$ cat config.mk
export PLATFORM = sky130hd
export DESIGN_NAME = ifu_fetch
export DESIGN_NICKNAME = d
export VERILOG_FILES = /design/src/rtl/ifu_fetch.sv
export SDC_FILE = /design/constraint.sdc
export NUM_CORES = 1
export LEC_CHECK = 0
export ABC_AREA = 0
export BUFFER_PORTS_ARGS = -buffer_cell sky130_fd_sc_hd__buf_2
export CORE_AREA = 2 2 159 130
export DETAILED_ROUTE_END_ITERATION = 12
export DIE_AREA = 0 0 161 132
export PLACE_DENSITY = 0.69
export SETUP_SLACK_MARGIN = 0.02
export SLEW_MARGIN = 20
export SYNTH_ARGS = -nofsm -noshare
export SYNTH_HDL_FRONTEND = slang
export SYNTH_SLANG_ARGS = --single-unit
$ cat constraint.sdc
create_clock -name clk -period 2.7 [get_ports clk]
set_input_delay 0.135 -clock clk [delete_from_list [all_inputs] [get_ports clk]]
set_output_delay 0.135 -clock clk [all_outputs]
set_load 0.05 [all_outputs]
$ cat src/rtl/ifu_fetch.sv
// ifu_fetch: instruction fetch unit.
//   Owns the fetch PC and issues word-aligned requests on a valid/ready
//   instruction-memory port. At most one request is outstanding at a time.
//   Returned words are tagged with their PC and buffered in a DEPTH-entry
//   FIFO that feeds decode on a valid/ready port. A redirect flushes the
//   buffer, retargets fetch and drops any in-flight response.
// Ports:
//   clk, rst                  clock, asynchronous active-low reset
//   imem_req_valid/ready/addr fetch request channel (addr word aligned)
//   imem_resp_valid/data      one response per accepted request
//   redirect_valid/pc         one-cycle fetch redirect, highest priority
//   inst_valid/ready          instruction handoff to decode
//   inst, inst_pc             FIFO head word and its PC
module ifu_fetch #(
   parameter logic [31:0] RESET_PC = 32'h8000_0000,
   parameter int unsigned DEPTH    = 2
) (
   input  logic        clk,
   input  logic        rst,
   output logic        imem_req_valid,
   input  logic        imem_req_ready,
   output logic [31:0] imem_req_addr,
   input  logic        imem_resp_valid,
   input  logic [31:0] imem_resp_data,
   input  logic        redirect_valid,
   input  logic [31:0] redirect_pc,
   output logic        inst_valid,
   input  logic        inst_ready,
   output logic [31:0] inst,
   output logic [31:0] inst_pc
);

   localparam int unsigned PTR_W = (DEPTH > 1) ? $clog2(DEPTH) : 1;
   localparam int unsigned CNT_W = $clog2(DEPTH + 1);

   typedef enum logic [1:0] {
      ST_IDLE = 2'd0,
      ST_WAIT = 2'd1,
      ST_DROP = 2'd2
   } state_e;

   state_e             state_q;
   logic [31:0]        fetch_pc_q, fetch_pc_d;
   logic [31:0]        req_pc_q;
   logic [31:0]        inst_mem_q [DEPTH];
   logic [31:0]        pc_mem_q   [DEPTH];
   logic [PTR_W-1:0]   rd_ptr_q, rd_ptr_d;
   logic [PTR_W-1:0]   wr_ptr_q, wr_ptr_d;
   logic [CNT_W-1:0]   count_q, count_d;

   logic               req_fire_c;
   logic               push_c;
   logic               pop_c;
   logic               unused_c;

   // Redirect targets are forced word aligned; the low bits are ignored.
   assign unused_c = ^redirect_pc[1:0];

   assign imem_req_valid = (state_q == ST_IDLE) && (count_q < CNT_W'(DEPTH)) && !redirect_valid;
   assign imem_req_addr  = fetch_pc_q;
   assign inst_valid     = (count_q != '0) && !redirect_valid;
   assign inst           = inst_mem_q[rd_ptr_q];
   assign inst_pc        = pc_mem_q[rd_ptr_q];

   assign req_fire_c = imem_req_valid && imem_req_ready;
   // A response arriving with a redirect is discarded, so never pushed.
   assign push_c     = (state_q == ST_WAIT) && imem_resp_valid && !redirect_valid;
   assign pop_c      = inst_valid && inst_ready;

   // Next-state for fetch PC and FIFO bookkeeping; redirect wins outright.
   always_comb begin
      fetch_pc_d = fetch_pc_q;
      rd_ptr_d   = rd_ptr_q;
      wr_ptr_d   = wr_ptr_q;
      count_d    = count_q;
      if (redirect_valid) begin
         fetch_pc_d = {redirect_pc[31:2], 2'b00};
         rd_ptr_d   = '0;
         wr_ptr_d   = '0;
         count_d    = '0;
      end else begin
         if (req_fire_c) fetch_pc_d = fetch_pc_q + 32'd4;
         if (push_c)     wr_ptr_d   = wr_ptr_q + PTR_W'(1);
         if (pop_c)      rd_ptr_d   = rd_ptr_q + PTR_W'(1);
         case ({push_c, pop_c})
            2'b10:   count_d = count_q + CNT_W'(1);
            2'b01:   count_d = count_q - CNT_W'(1);
            default: count_d = count_q;
         endcase
      end
   end

   // Request FSM: a response in WAIT/DROP always returns to IDLE; a
   // redirect while waiting turns the pending response into a drop.
   always_ff @(posedge clk or negedge rst) begin
      if (!rst) begin
         state_q <= ST_IDLE;
      end else begin
         case (state_q)
            ST_IDLE: if (req_fire_c) state_q <= ST_WAIT;
            ST_WAIT: begin
               if (imem_resp_valid)     state_q <= ST_IDLE;
               else if (redirect_valid) state_q <= ST_DROP;
            end
            ST_DROP: if (imem_resp_valid) state_q <= ST_IDLE;
            default: state_q <= ST_IDLE;
         endcase
      end
   end

   // Datapath registers and FIFO storage.
   always_ff @(posedge clk or negedge rst) begin
      if (!rst) begin
         fetch_pc_q <= RESET_PC;
         req_pc_q   <= '0;
         rd_ptr_q   <= '0;
         wr_ptr_q   <= '0;
         count_q    <= '0;
         for (int i = 0; i < int'(DEPTH); i++) begin
            inst_mem_q[i] <= '0;
            pc_mem_q[i]   <= '0;
         end
      end else begin
         fetch_pc_q <= fetch_pc_d;
         rd_ptr_q   <= rd_ptr_d;
         wr_ptr_q   <= wr_ptr_d;
         count_q    <= count_d;
         if (req_fire_c) req_pc_q <= fetch_pc_q;
         if (push_c) begin
            inst_mem_q[wr_ptr_q] <= imem_resp_data;
            pc_mem_q[wr_ptr_q]   <= req_pc_q;
         end
      end
   end

endmodule

==> impl_metrics.yaml, run 1 <==
outcome:
  status: "finished, final reports clean"
worst_setup_path:
  endpoint_kind: "flip-flop"
  rr_startpoint: "state_q[1]"
  cp_max_fo: 8
  required_ns: 3.05
  r2r_cells: 4
  critPathCapture: "imem_req_addr[27]"
  r2r_end: "imem_req_addr[27]"
  crit_arrival_ns: 2.47
  crit_path_start: "state_q[1]"
  rrSetupSlack_ns: 0.58
  path_class: "reg -> reg"
  crit_path_start_kind: "flip-flop"
power:
  power_leakage_nw: 5.24
  power.total_mw: 9.70
  vdd_drop_max_mv: 0.500
  power.density_nw_per_um2: 879
synth:
  avgSynthCellArea_um2: 12.2
  synth_cell_types: 50
  synthArstFlopShare_pct: 100
  syn_area_um2: 8660
  synth_ff_type: "dfrtp_1"
  ys_top_cells_by_count: "dfrtp_1 (189), mux2_2 (188), nand2_1 (104)"
  synthCells: 709
  synth_area_leaders: "dfrtp_1 (55%), mux2_2 (24%), nand2_1 (4.5%)"
  seq_area_frac_synth_pct: 54.9
  synth_edf_count: 0
  synth_top_cell_area_share_pct: 54.6
  yosysMostFrequentCell: "dfrtp_1"
  yosysWarnings: 0
  yosys.area.top_type: "dfrtp_1"
  ys_seq_elements: 190
timing:
  maxSlewHeadroom_pct: 58.2
  finalWorstSetupSlack_ns: 0.580
  fin_crit_sh_pct: 78.5
  tightest_slew_ns: 0.627
  setup_violations: 0
  fmax_mhz: 472
  period_needed_ns: 2.12
  skew_ns: 0.0128
  hold_viol: 0
  fin_tns_setup_ns: 0
  rsz0062_at_grt: "false"
  slew_viol_final: 0
route:
  initialDrtViolationCount: 373
  vias: 6349
  drt_wl_total_um: 21200
  wire_per_inst_um: 17.7
  antenna_left: 0
  viasPerCell: 5.28
  drc_errors: 0
  firstDrtPassIters: 5
finish:
  syn_to_final_growth_pct: 27.4
  final_nets: 998
  multi_input_area_um2: 3690
  fillers: 1654
  layout-drive-gt1-share_pct: 43.9
  post-route-util_pct: 56.4
  regArea_um2: 4760
  num_antenna_cells: 0
floorplan:
  start_util_pct: 44.3
  die-area_um2: 21300
  ioPinCount: 168
  die_y_um: 132
  die_x_um: 161
  core.rowCount: 46
  core-area_um2: 19600
global_route:
  antenna_found_initial: 0
  grt_usage_pct: 20.5
  grt_start_max_net_pins: 78
  grt_pass1_vias: 6426
  grt_pass1_wl_um: 34600
  grt_overflow_total: 0
clock_network:
  cts_buffers: 17
  clk_latency_ns: 0.43
  cts_tree: "built"
  clock_sink_count: 190
  htreeDepth: 4
  cts_root_buffer: "clkbuf_16"
  clock_path_buffers: 2
  cts.reportedPaths.clkPinSlew_ns: 0.07
placed_design:
  numPortBuffers: 161
  preCtsSetupSlack_ns: 0.590
  gp_congestion: 0.833
  dpl.hpwl_um: 13800
job:
  cap_violations: 0
hold_path:
  hold_path_class: "in -> reg"
==> sequential cells by signal, indices dropped and copies added (netlist names) <==
name           cells
imem_req_addr     30
inst_mem_q        64
req_pc_q          30
state_q            2
rd_ptr_q           1
pc_mem_q          60
count_q            2
wr_ptr_q           1
==> power by group <==
| group | internal, mW | switching (mW) | leakage [nW] |
|---|---|---|---|
| sequential | 3.46 | 0.394 | 2.43 |
| clock | 1.49 | 1.09 | 0.287 |
| combinational | 1.10 | 2.18 | 2.52 |
| total | 6.05 | 3.66 | 5.24 |
==> per-stage QoR <==
step / cells / instance area (µm²) / hold WS [ns]
CTS: 1203 / 11000 / 0.0832
global route: 1203 / 11000 / 0.121
global placement: 1109 / 9810 / 0.192
finish: 1203 / 11000 / 0.0978
floorplan: 712 / 8670 / -0.161
detailed placement: 1109 / 9810 / 0.196
==> cell families (layout without fill, tap and decap cells) <==
| family | Yosys count | count (layout) | synth area share [%] |
|---|---|---|---|
| AO/OA/AOI/OAI | 62 | 62 | 5.16 |
| XOR/XNOR | 7 | 7 | 0.708 |
| adder cells (fa/ha/maj) | 1 | 1 | 0.144 |
| buffers and inverters | 54 | 281 | 2.76 |
| flip-flops | 190 | 190 | 54.9 |
| multiplexers | 188 | 188 | 24.4 |
| other | 1 | 4 | 0.0433 |
| AND/OR/NAND/NOR | 206 | 206 | 11.9 |
==> what timing repair did <==
action / CTS / global route
endpoints found under the hold margin: 169 / 0
gates resized for setup: 0 / 0
buffers inserted: 0 / 0
endpoints found under the setup margin: 0 / 0
hold buffers: 63 / 0
==> layout make-up <==
type,instances,area share (%)
well taps,264,2.99
inverters,7,0.238
repair buffers,243,14.8
clock inverters,12,1.43
flip-flops and latches,190,43.1
clock buffers,19,4.01
multi-input cells,468,33.4
==> layer usage <==
layer	global-route usage, %	vias to the layer above	share of wire (%)
met5	0	-	0
met4	5.31	0	0.84
met3	5.10	14	6.7
met2	31.5	203	45
met1	29.3	3143	47
li1	-	2989	-
==> critical path, stage by stage, from the launching register on <==
cell and delay [ns]:
dfrtp_1 0.48, nor4b_4 0.51, nand3_1 0.39, or4_1 0.49, a31oi_1 0.17
==> layout by cell type (no fill, tap or decap), types with 12 or more instances in the layout <==
| master | count |
|---|---|
| a31oi_1 | 14 |
| buf_4 | 15 |
| dfrtp_1 | 188 |
| clkbuf_16 | 17 |
| dlygate4sd3_1 | 63 |
| nand3_1 | 15 |
| nor2_1 | 24 |
| mux2_2 | 188 |
| o21ai_0 | 12 |
| buf_2 | 160 |
| nand2_1 | 103 |
| nand4_1 | 15 |
==> worst min path at each step <==
stage                from            end  slack (ns)  depth (start not counted)
2_1_floorplan         rst     count_q[0]       -0.16                          0
3_3_place_gp          rst  inst_mem_q[5]        0.19                          1
3_5_place_dp          rst  inst_mem_q[5]        0.20                          1
4_1_cts        inst_ready     count_q[1]        0.08                          4
5_1_grt        inst_ready       rd_ptr_q        0.12                          4
6_report       inst_ready       rd_ptr_q         0.1                          4
(Power assumes the default switching activity.)
==> inputs of run 2 (changes only) <==
clock period = 2.2 ns   (was 2.7 ns; I/O delays follow)
==> run 2 against run 1 <==
Register-to-register slack lost 0.40 ns. Final cell count grew 1.4%. Global-route usage shrank 0.10 points. Critical endpoint is now imem_req_addr[14]. Critical path depth is the same. First-iteration DRC count grew 13%. Power grew 23%. Largest cell class unchanged.
==> impl_metrics.yaml, run 2 (synthesis gave the netlist of run 1 again) <==
outcome:
  status: "finished, final reports clean"
floorplan:
  die_x_um: 161
  start_util_pct: 44.3
  die-area_um2: 21300
  ioPinCount: 168
  core.rowCount: 46
  core-area_um2: 19600
  die_y_um: 132
worst_setup_path:
  crit_buf_inv: 0
  required_ns: 2.51
  cpPeakStageDelay_ns: 0.60
  crit_chain: "or4b_1 > nor4_1 > xor2_1 > mux2_2"
  endpoint_kind: "flip-flop"
  crit_arrival_ns: 2.33
  path_delay_family: "simple AND/OR/NAND/NOR gates"
  cp_max_fo: 8
  crit_path_start: "state_q[1]"
  r2r_cells: 4
  rrSetupSlack_ns: 0.18
  cp.depth: 4
  cpMaxStageDelayCell: "or4b_1"
  rr_startpoint: "state_q[1]"
  path_class: "reg -> reg"
  crit_path_start_kind: "flip-flop"
finish:
  fillers: 1668
  mostFrequentLayoutCells: "mux2_2 (188), dfrtp_1 (183), buf_2 (160)"
  layout-drive-gt1-share_pct: 45.4
  layout_commonest_cell: "mux2_2"
  syn_to_final_growth_pct: 29.5
  design_area_um2: 11200
  reg_top3: "inst_mem_q: 64 flops, pc_mem_q: 60 flops"
  final_nets: 1015
  largest_register_ffs: 64
  num_antenna_cells: 0
  regMostFlops: "inst_mem_q"
  post-route-util_pct: 57.3
power:
  p_sw_mw: 4.54
  power.density_nw_per_um2: 1070
  seqPwrFrac_pct: 39.3
  clkPwrFrac_pct: 26.8
  switching_share_pct: 37.9
  p_int_mw: 7.43
  power_leakage_nw: 5.32
  power.total_mw: 12.0
  comb_power_share_pct: 33.9
  vdd_drop_max_mv: 0.905
timing:
  fin_crit_sh_pct: 91.7
  slew_viol_final: 0
  rsz0062_at_grt: "false"
  period_needed_ns: 2.02
  skew_ns: 0.0143
  hold_slack_ns: 0.0529
  setup_violations: 0
  hold_viol: 0
  fin_tns_setup_ns: 0
  fmax_mhz: 496
global_route:
  grt_use_met1_pct: 29.4
  grt_pass1_wl_um: 34600
  grt_overflow_total: 0
  grt_start_max_net_pins: 64
  grt_use_met2_pct: 31.4
  antenna_found_initial: 0
  grt_usage_pct: 20.4
  grt_pass1_vias: 6460
  top_usage_layer: "met2"
  grt_use_met3_pct: 5.25
placed_design:
  gp_congestion: 0.827
  numPortBuffers: 161
  place_area_um2: 9980
  dpl.hpwl_um: 14100
clock_network:
  clock_path_buffers: 2
  cts_root_buffer: "clkbuf_16"
  cts_buffers: 17
  htreeDepth: 4
  clock_sink_count: 190
  cts_tree: "built"
  clk_latency_ns: 0.43
  cts.reportedPaths.clkPinSlew_ns: 0.07
hold_path:
  whs_path_depth: 4
  min-delay-start: "inst_ready"
  hold_path_class: "in -> reg"
route:
  vias: 6400
  drt_wl_total_um: 21000
  firstDrtPassIters: 5
  antenna_left: 0
  wire_per_inst_um: 17.2
  initialDrtViolationCount: 421
  drc_errors: 0
  viasPerCell: 5.25
job:
  cap_violations: 0
run 2: metal layers:
metal | share of wire (%) | vias to the layer above | routed length (µm)
li1 | - | 3028 | -
met1 | 47 | 3149 | 9990
met2 | 45 | 212 | 9510
met3 | 6.6 | 11 | 1400
met4 | 0.67 | 0 | 141
met5 | 0 | - | 0
run 2: worst register-to-register path, stage by stage, from the launching register on:
cell and delay (ns):
dfrtp_1 0.50, or4b_1 0.60, nor4_1 0.42, xor2_1 0.11, mux2_2 0.27
run 2: layout make-up:
cell class / instances / area [µm²] / area share (%)
Sequential cell: 190 / 4760 / 42.5
Inverter: 7 / 26.3 / 0.234
Clock buffer: 18 / 429 / 3.82
Tap cell: 264 / 330 / 2.94
Multi-Input combinational cell: 468 / 3700 / 33.0
Timing Repair Buffer: 260 / 1790 / 16.0
Clock inverter: 13 / 184 / 1.64
run 2: final timing paths:
kind / to
max in group asynchronous: inst_mem_q[62]
min: rd_ptr_q
min reg2reg: req_pc_q[14]
min in group asynchronous: inst_mem_q[5]
max: imem_req_addr[14]
max reg2reg: imem_req_addr[14]
run 2: metrics by stage:
step           instances  setup slack [ns]
6_report            1220             0.182
3_5_place_dp        1126             0.230
2_1_floorplan        712            0.0226
5_1_grt             1220            0.0697
3_3_place_gp        1126             0.235
4_1_cts             1220             0.204
run 2: power groups by stage:
stage,combinational [mW],clock [mW],sequential (mW)
after floorplan,2.95,0,4.80
after global placement,3.95,0,4.73
after detailed placement,3.97,0,4.77
after CTS,4.08,3.28,4.71
after global routing,4.28,3.44,4.82
final,4.06,3.20,4.71
run 2: repair_timing:
item	in CTS	in global routing
endpoints found under the hold margin	149	0
setup buffers	0	0
hold buffers	63	0
gates resized for setup	0	0
